### src/rtl/tdc_pkg.sv
// rtl/tdc_pkg.sv - shared defaults, FSM state type and clog2 helper for the TDC back-end
package tdc_pkg;

    localparam int TDC_CNT_W = 7;
    localparam int TDC_NPH   = 16;
    localparam int TDC_ERR_W = 8;

    typedef enum logic [1:0] {
        IDLE  = 2'd0,
        PRIME = 2'd1,
        RUN   = 2'd2
    } tdc_state_e;

    function automatic int clog2(input int value);
        int result;
        result = 0;
        for (int v = value - 1; v > 0; v = v >> 1) begin
            result++;
        end
        return result;
    endfunction

endpackage

### src/rtl/tdc_therm_decode.sv
// rtl/tdc_therm_decode.sv - cyclic thermometer tap snapshot to fine edge index with bubble flag
module tdc_therm_decode
    import tdc_pkg::*;
#(
    parameter int  NPH  = TDC_NPH,
    localparam int PH_W = clog2(2 * NPH)
) (
    input  logic [NPH-1:0]  ph,
    output logic [PH_W-1:0] idx,
    output logic            bubble
);

    int              n_tr;
    logic [PH_W-1:0] edge_idx;

    // The tap NPH-1 -> tap 0 wrap is not inspected; a clean snapshot has at most one edge.
    always_comb begin
        n_tr     = 0;
        edge_idx = '0;
        for (int j = 1; j < NPH; j++) begin
            if (ph[j-1] != ph[j]) begin
                n_tr     = n_tr + 1;
                edge_idx = ph[j-1] ? PH_W'(j - 1) : PH_W'(j - 1 + NPH);
            end
        end
        bubble = (n_tr > 1);
        if (n_tr == 0) begin
            idx = ph[0] ? PH_W'(NPH - 1) : PH_W'(2 * NPH - 1);
        end else begin
            idx = edge_idx;
        end
    end

endmodule

### src/rtl/tdc_digital_pipe.sv
// rtl/tdc_digital_pipe.sv - ADPLL TDC back-end: sample, decode, differential/absolute word
module tdc_digital_pipe
    import tdc_pkg::*;
#(
    parameter int  CNT_W = TDC_CNT_W,
    parameter int  NPH   = TDC_NPH,
    parameter int  ERR_W = TDC_ERR_W,
    localparam int PH_W  = clog2(2 * NPH),
    localparam int OUT_W = CNT_W + PH_W
) (
    input  logic             clk,
    input  logic             rst,
    input  logic             en,
    input  logic             mode,
    input  logic [CNT_W-1:0] counter_in,
    input  logic [NPH-1:0]   phase_in,
    output logic [OUT_W-1:0] tdc_word,
    output logic             valid_o,
    output logic             bubble_o,
    output logic [ERR_W-1:0] err_cnt
);

    logic [CNT_W-1:0] cnt_s;
    logic [NPH-1:0]   ph_s;
    logic             s1_vld;

    tdc_state_e       state, state_nx;
    logic             prime, emit;

    logic [CNT_W-1:0] cnt_last;
    logic [PH_W-1:0]  idx_last;
    logic             prime_bub;

    logic [PH_W-1:0]  dec_idx;
    logic             dec_bubble;
    logic [CNT_W-1:0] cnt_aux;
    logic [CNT_W-1:0] cnt_diff;
    logic [PH_W-1:0]  idx_use;
    logic [OUT_W-1:0] word_diff;
    logic [OUT_W-1:0] word_abs;

    tdc_therm_decode #(.NPH(NPH)) u_decode (
        .ph     (ph_s),
        .idx    (dec_idx),
        .bubble (dec_bubble)
    );

    // A set tap 0 means the DCO edge landed after the counter update; pull the count back by one.
    assign cnt_aux   = cnt_s - CNT_W'(ph_s[0]);
    assign idx_use   = dec_bubble ? idx_last : dec_idx;
    assign cnt_diff  = cnt_last - cnt_aux;
    assign word_diff = {cnt_diff, {PH_W{1'b0}}} + OUT_W'(idx_use) - OUT_W'(idx_last);
    assign word_abs  = {cnt_aux, idx_use};

    always_comb begin
        state_nx = state;
        prime    = 1'b0;
        emit     = 1'b0;
        if (s1_vld) begin
            case (state)
                IDLE: begin
                    prime    = 1'b1;
                    state_nx = PRIME;
                end
                PRIME, RUN: begin
                    emit     = 1'b1;
                    state_nx = RUN;
                end
                default: state_nx = IDLE;
            endcase
        end
        // Dropping en forces a re-prime so no word ever spans a sampling gap.
        if (!en) begin
            state_nx = IDLE;
        end
    end

    always_ff @(posedge clk or posedge rst) begin
        if (rst) begin
            cnt_s     <= '0;
            ph_s      <= '0;
            s1_vld    <= 1'b0;
            state     <= IDLE;
            cnt_last  <= '0;
            idx_last  <= '0;
            prime_bub <= 1'b0;
            tdc_word  <= '0;
            valid_o   <= 1'b0;
            bubble_o  <= 1'b0;
            err_cnt   <= '0;
        end else begin
            s1_vld <= en;
            if (en) begin
                cnt_s <= counter_in;
                ph_s  <= phase_in;
            end
            state   <= state_nx;
            valid_o <= emit;
            if (s1_vld) begin
                cnt_last <= cnt_aux;
                if (dec_bubble && err_cnt != {ERR_W{1'b1}}) begin
                    err_cnt <= err_cnt + ERR_W'(1);
                end
            end
            if (prime) begin
                idx_last  <= dec_bubble ? '0 : dec_idx;
                prime_bub <= dec_bubble;
            end
            if (emit) begin
                idx_last  <= idx_use;
                tdc_word  <= mode ? word_abs : word_diff;
                bubble_o  <= dec_bubble | prime_bub;
                prime_bub <= 1'b0;
            end
        end
    end

endmodule

### config.mk
export PLATFORM = sky130hd
export DESIGN_NAME = tdc_digital_pipe
export DESIGN_NICKNAME = d
export VERILOG_FILES = /design/src/rtl/tdc_pkg.sv /design/src/rtl/tdc_therm_decode.sv /design/src/rtl/tdc_digital_pipe.sv
export SDC_FILE = /design/constraint.sdc
export NUM_CORES = 1
export LEC_CHECK = 0
export CAP_MARGIN = 25
export CELL_PAD_IN_SITES_DETAIL_PLACEMENT = 0
export CELL_PAD_IN_SITES_GLOBAL_PLACEMENT = 1
export CORE_ASPECT_RATIO = 1.2
export CORE_MARGIN = 3
export CORE_UTILIZATION = 45
export DETAILED_ROUTE_END_ITERATION = 10
export HOLD_SLACK_MARGIN = 0.03
export MAX_ROUTING_LAYER = met4
export PLACE_DENSITY = 0.8
export SETUP_SLACK_MARGIN = 0.4
export SLEW_MARGIN = 20
export SYNTH_ARGS = -nofsm -noshare
export SYNTH_HDL_FRONTEND = slang
export SYNTH_SLANG_ARGS = --single-unit
### constraint.sdc
create_clock -name clk -period 18.8 [get_ports clk]
set_clock_uncertainty 0.05 [all_clocks]
set_input_delay 1.88 -clock clk [delete_from_list [all_inputs] [get_ports clk]]
set_output_delay 1.88 -clock clk [all_outputs]
set_load 0.005 [all_outputs]
==> flow_summary.yaml <==
route:
  drt_wl_total_um: 13000
  vias: 4786
  vias_per_cell: 5.54
  ant_nets: 0
  drtIter0Drc: 244
  post_drt_wl_per_cell_um: 15.1
  drt_pass1_iterations: 4
  drc: 0
critical_path:
  crit_top_cell: "ha_1"
  end_kind: "flip-flop"
  critical_path_class: "reg2reg"
  reg2reg_from: "ph_s[1]"
  cp-start-kind: "flip-flop"
  cpMaxStageDelayCell: "dfrtp_1"
  ff2ff_setup_slack_ns: 4.99
  critPathRequiredTime_ns: 18.93
  rr_worst_depth: 69
  rr_endpoint: "tdc_word[11]"
  slowest_delay_ns: 0.48
  crit_fanout: 32
  arrival_ns: 13.94
synth:
  synth_flop_cell: "dfrtp_1"
  syn_area_mm2: 0.00570
  ys_ff_latch: 61
  synth_nets: 735
  syn_area_per_cell_um2: 8.41
  yosysWarningCount: 0
  synth-seq-area-share: 0.268
  async_flop_share: 1.00
  synth_cell_types: 79
  synthCells: 677
  synth_edf_count: 0
floorplanning:
  io_pins: 49
  die_area_mm2: 0.0140
  coreArea_mm2: 0.0122
  start_util: 0.466
  std_cell_rows: 44
  die_width_um: 109
  die_height_um: 129
global_routing:
  grt_pass1_wl_um: 22300
  first_global_vias: 4703
  antenna_found_initial: 0
  overflow: 0
  grt_usage: 0.201
  grt_max_degree: 62
power_and_ir_drop:
  p_leak_nw: 2.66
  total_power_mw: 1.30
  power.density_mw_per_mm2: 200
  ir_worst_vdd_mv: 0.147
clock_tree:
  insertion_delay_ns: 0.33
  h-tree-depth: 3
  cts_hold_buf: 0
  ctsResizeCount: 0
  cts_buffers: 9
  cts-root-buf: "clkbuf_16"
  path_clk_slew_ns: 0.05
  cts_setup_buffers: 0
  clk_path_buf_depth: 2
  cts.sink_count: 61
  cts_tree: "yes"
placement:
  portBuffers: 48
  gp_congestion: 0.917
  place_area_mm2: 0.00623
  dp_hpwl_um: 9870
sta:
  drv_slew: 0
  tns_ns: 0
  layout_min_cycle_time_ns: 13.81
  max_freq_mhz: 72.4
  slew_headroom: 0.463
  finalSetupViolations: 0
  fin_crit_sh: 0.734
  hold_viol_final: 0
  worst_slew_pin_slew_ns: 0.805
  rsz0062_at_grt: "no"
cells_and_area:
  drive_gt1_frac: 0.0996
  antenna_cells: 0
  final_cell_mix: "74 x nand2_1, 61 x dfrtp_1, 50 x a21oi_1"
  final_common_cell: "nand2_1"
  nets: 756
  fill_cells: 1166
  synthToLayoutAreaGrowth_pct: 14.5
  finalInstanceArea_mm2: 0.00652
min_path:
  min_to: "bubble_o"
  hold_start: "bubble_o"
  hold_class: "reg2reg"
  hold_depth: 2
status:
  outcome: "finished, final reports clean"
flow_run:
  max_cap_violations: 0
through the flow:
stage | cells | setup WS (ns) | util | hold WS [ns]
2_1_floorplan | 677 | 5.52 | - | 0.413
4_1_cts | 864 | 4.97 | 0.534 | 0.419
3_3_place_gp | 848 | 5.49 | 0.510 | 0.403
6_report | 864 | 4.99 | 0.534 | 0.415
5_1_grt | 864 | 3.55 | 0.534 | 0.442
3_5_place_dp | 848 | 5.01 | 0.510 | 0.407
area by class of cell:
type	count	area (um2)	area share
Clock buffer	12	246	0.0378
Timing Repair Buffer	51	503	0.0771
Sequential cell	61	1530	0.234
Multi-Input combinational cell	543	3880	0.594
Clock inverter	4	47.5	0.00729
Inverter	32	120	0.0184
Tap cell	161	201	0.0309
synthesized netlist by cell type (4+ instances only):
| cell | number | share of area |
|---|---|---|
| a31oi_1 | 5 | 0.0055 |
| o21ai_0 | 46 | 0.040 |
| and3_1 | 8 | 0.0088 |
| nand2b_1 | 13 | 0.014 |
| xor2_1 | 24 | 0.037 |
| or2_2 | 5 | 0.0055 |
| mux2i_1 | 9 | 0.016 |
| xnor2_4 | 4 | 0.019 |
| a21o_1 | 7 | 0.0092 |
| a22o_1 | 6 | 0.0092 |
| nor2b_1 | 11 | 0.012 |
| o2111ai_1 | 4 | 0.0062 |
| nand3_1 | 17 | 0.015 |
| inv_1 | 31 | 0.020 |
| dfrtp_1 | 61 | 0.27 |
| o211ai_1 | 4 | 0.0053 |
| ha_1 | 29 | 0.064 |
| nand4_1 | 6 | 0.0066 |
| buf_1 | 7 | 0.0046 |
| nand3b_1 | 6 | 0.0079 |
| nand2_1 | 74 | 0.049 |
| a21oi_1 | 50 | 0.044 |
| buf_2 | 11 | 0.0097 |
| mux2_2 | 21 | 0.042 |
| or3_1 | 4 | 0.0044 |
| and2_1 | 7 | 0.0077 |
| xnor2_1 | 43 | 0.066 |
| a211oi_1 | 7 | 0.0092 |
| nor3_1 | 13 | 0.011 |
| clkbuf_1 | 20 | 0.013 |
| nor2_1 | 46 | 0.030 |
flip-flops by register name, summed over array words and instances, names as in the netlist:
name       flops
ph_s          16
tdc_word      12
err_cnt        8
cnt_last       7
cnt_s          7
idx_last       5
state          2
bubble_o       1
prime_bub      1
s1_vld         1
valid_o        1
power breakdown:
part           switching [mW]  leakage, nW  internal [mW]  total [mW]
Combinational           0.495         1.78          0.442       0.937
Clock                  0.0567        0.143          0.106       0.162
Sequential             0.0393        0.740          0.165       0.204
Total                   0.591         2.66          0.713        1.30
worst max-delay path, delay by kind of cell (launching register included):
kind | cells | cell delay, ns
fa+ha+maj | 15 | 4.74
simple gates | 18 | 2.26
buf+inv | 5 | 0.63
mux | 2 | 0.69
xor+xnor | 5 | 0.67
compound gates | 24 | 4.14
flops | 1 | 0.48
kinds of logic (layout without fill, tap and decap cells):
kind of cell / Yosys count / count (layout) / share of synthesized area
and+or+nand+nor: 229 / 229 / 0.203
adders and majority gates: 33 / 33 / 0.0743
xor gates and xnor gates: 75 / 75 / 0.137
AOI/OAI and AO/OA: 172 / 172 / 0.198
buffers and inverters: 73 / 99 / 0.0525
muxes: 34 / 34 / 0.0672
DFF: 61 / 61 / 0.268
how the worst max path moves through the flow:
| stage | from | to | slack (ns) |
|---|---|---|---|
| floorplan | ph_s[0] | tdc_word[11] | 5.52 |
| CTS | ph_s[1] | tdc_word[11] | 4.97 |
| finish | ph_s[1] | tdc_word[11] | 4.99 |
| global route | ph_s[1] | tdc_word[11] | 3.55 |
| detailed placement | ph_s[1] | tdc_word[11] | 5.01 |
| global placement | ph_s[1] | tdc_word[11] | 5.49 |
routing by layer:
| metal | up-vias | track usage | share of wire | wire, um |
|---|---|---|---|---|
| met5 | - | - | 0 | 0 |
| met4 | 0 | 0.0624 | 0.017 | 220 |
| met3 | 16 | 0.0289 | 0.025 | 323 |
| met2 | 82 | 0.339 | 0.51 | 6660 |
| met1 | 2260 | 0.249 | 0.45 | 5820 |
| li1 | 2428 | - | - | - |
No activity file was read; power rests on OpenSTA's default activity.
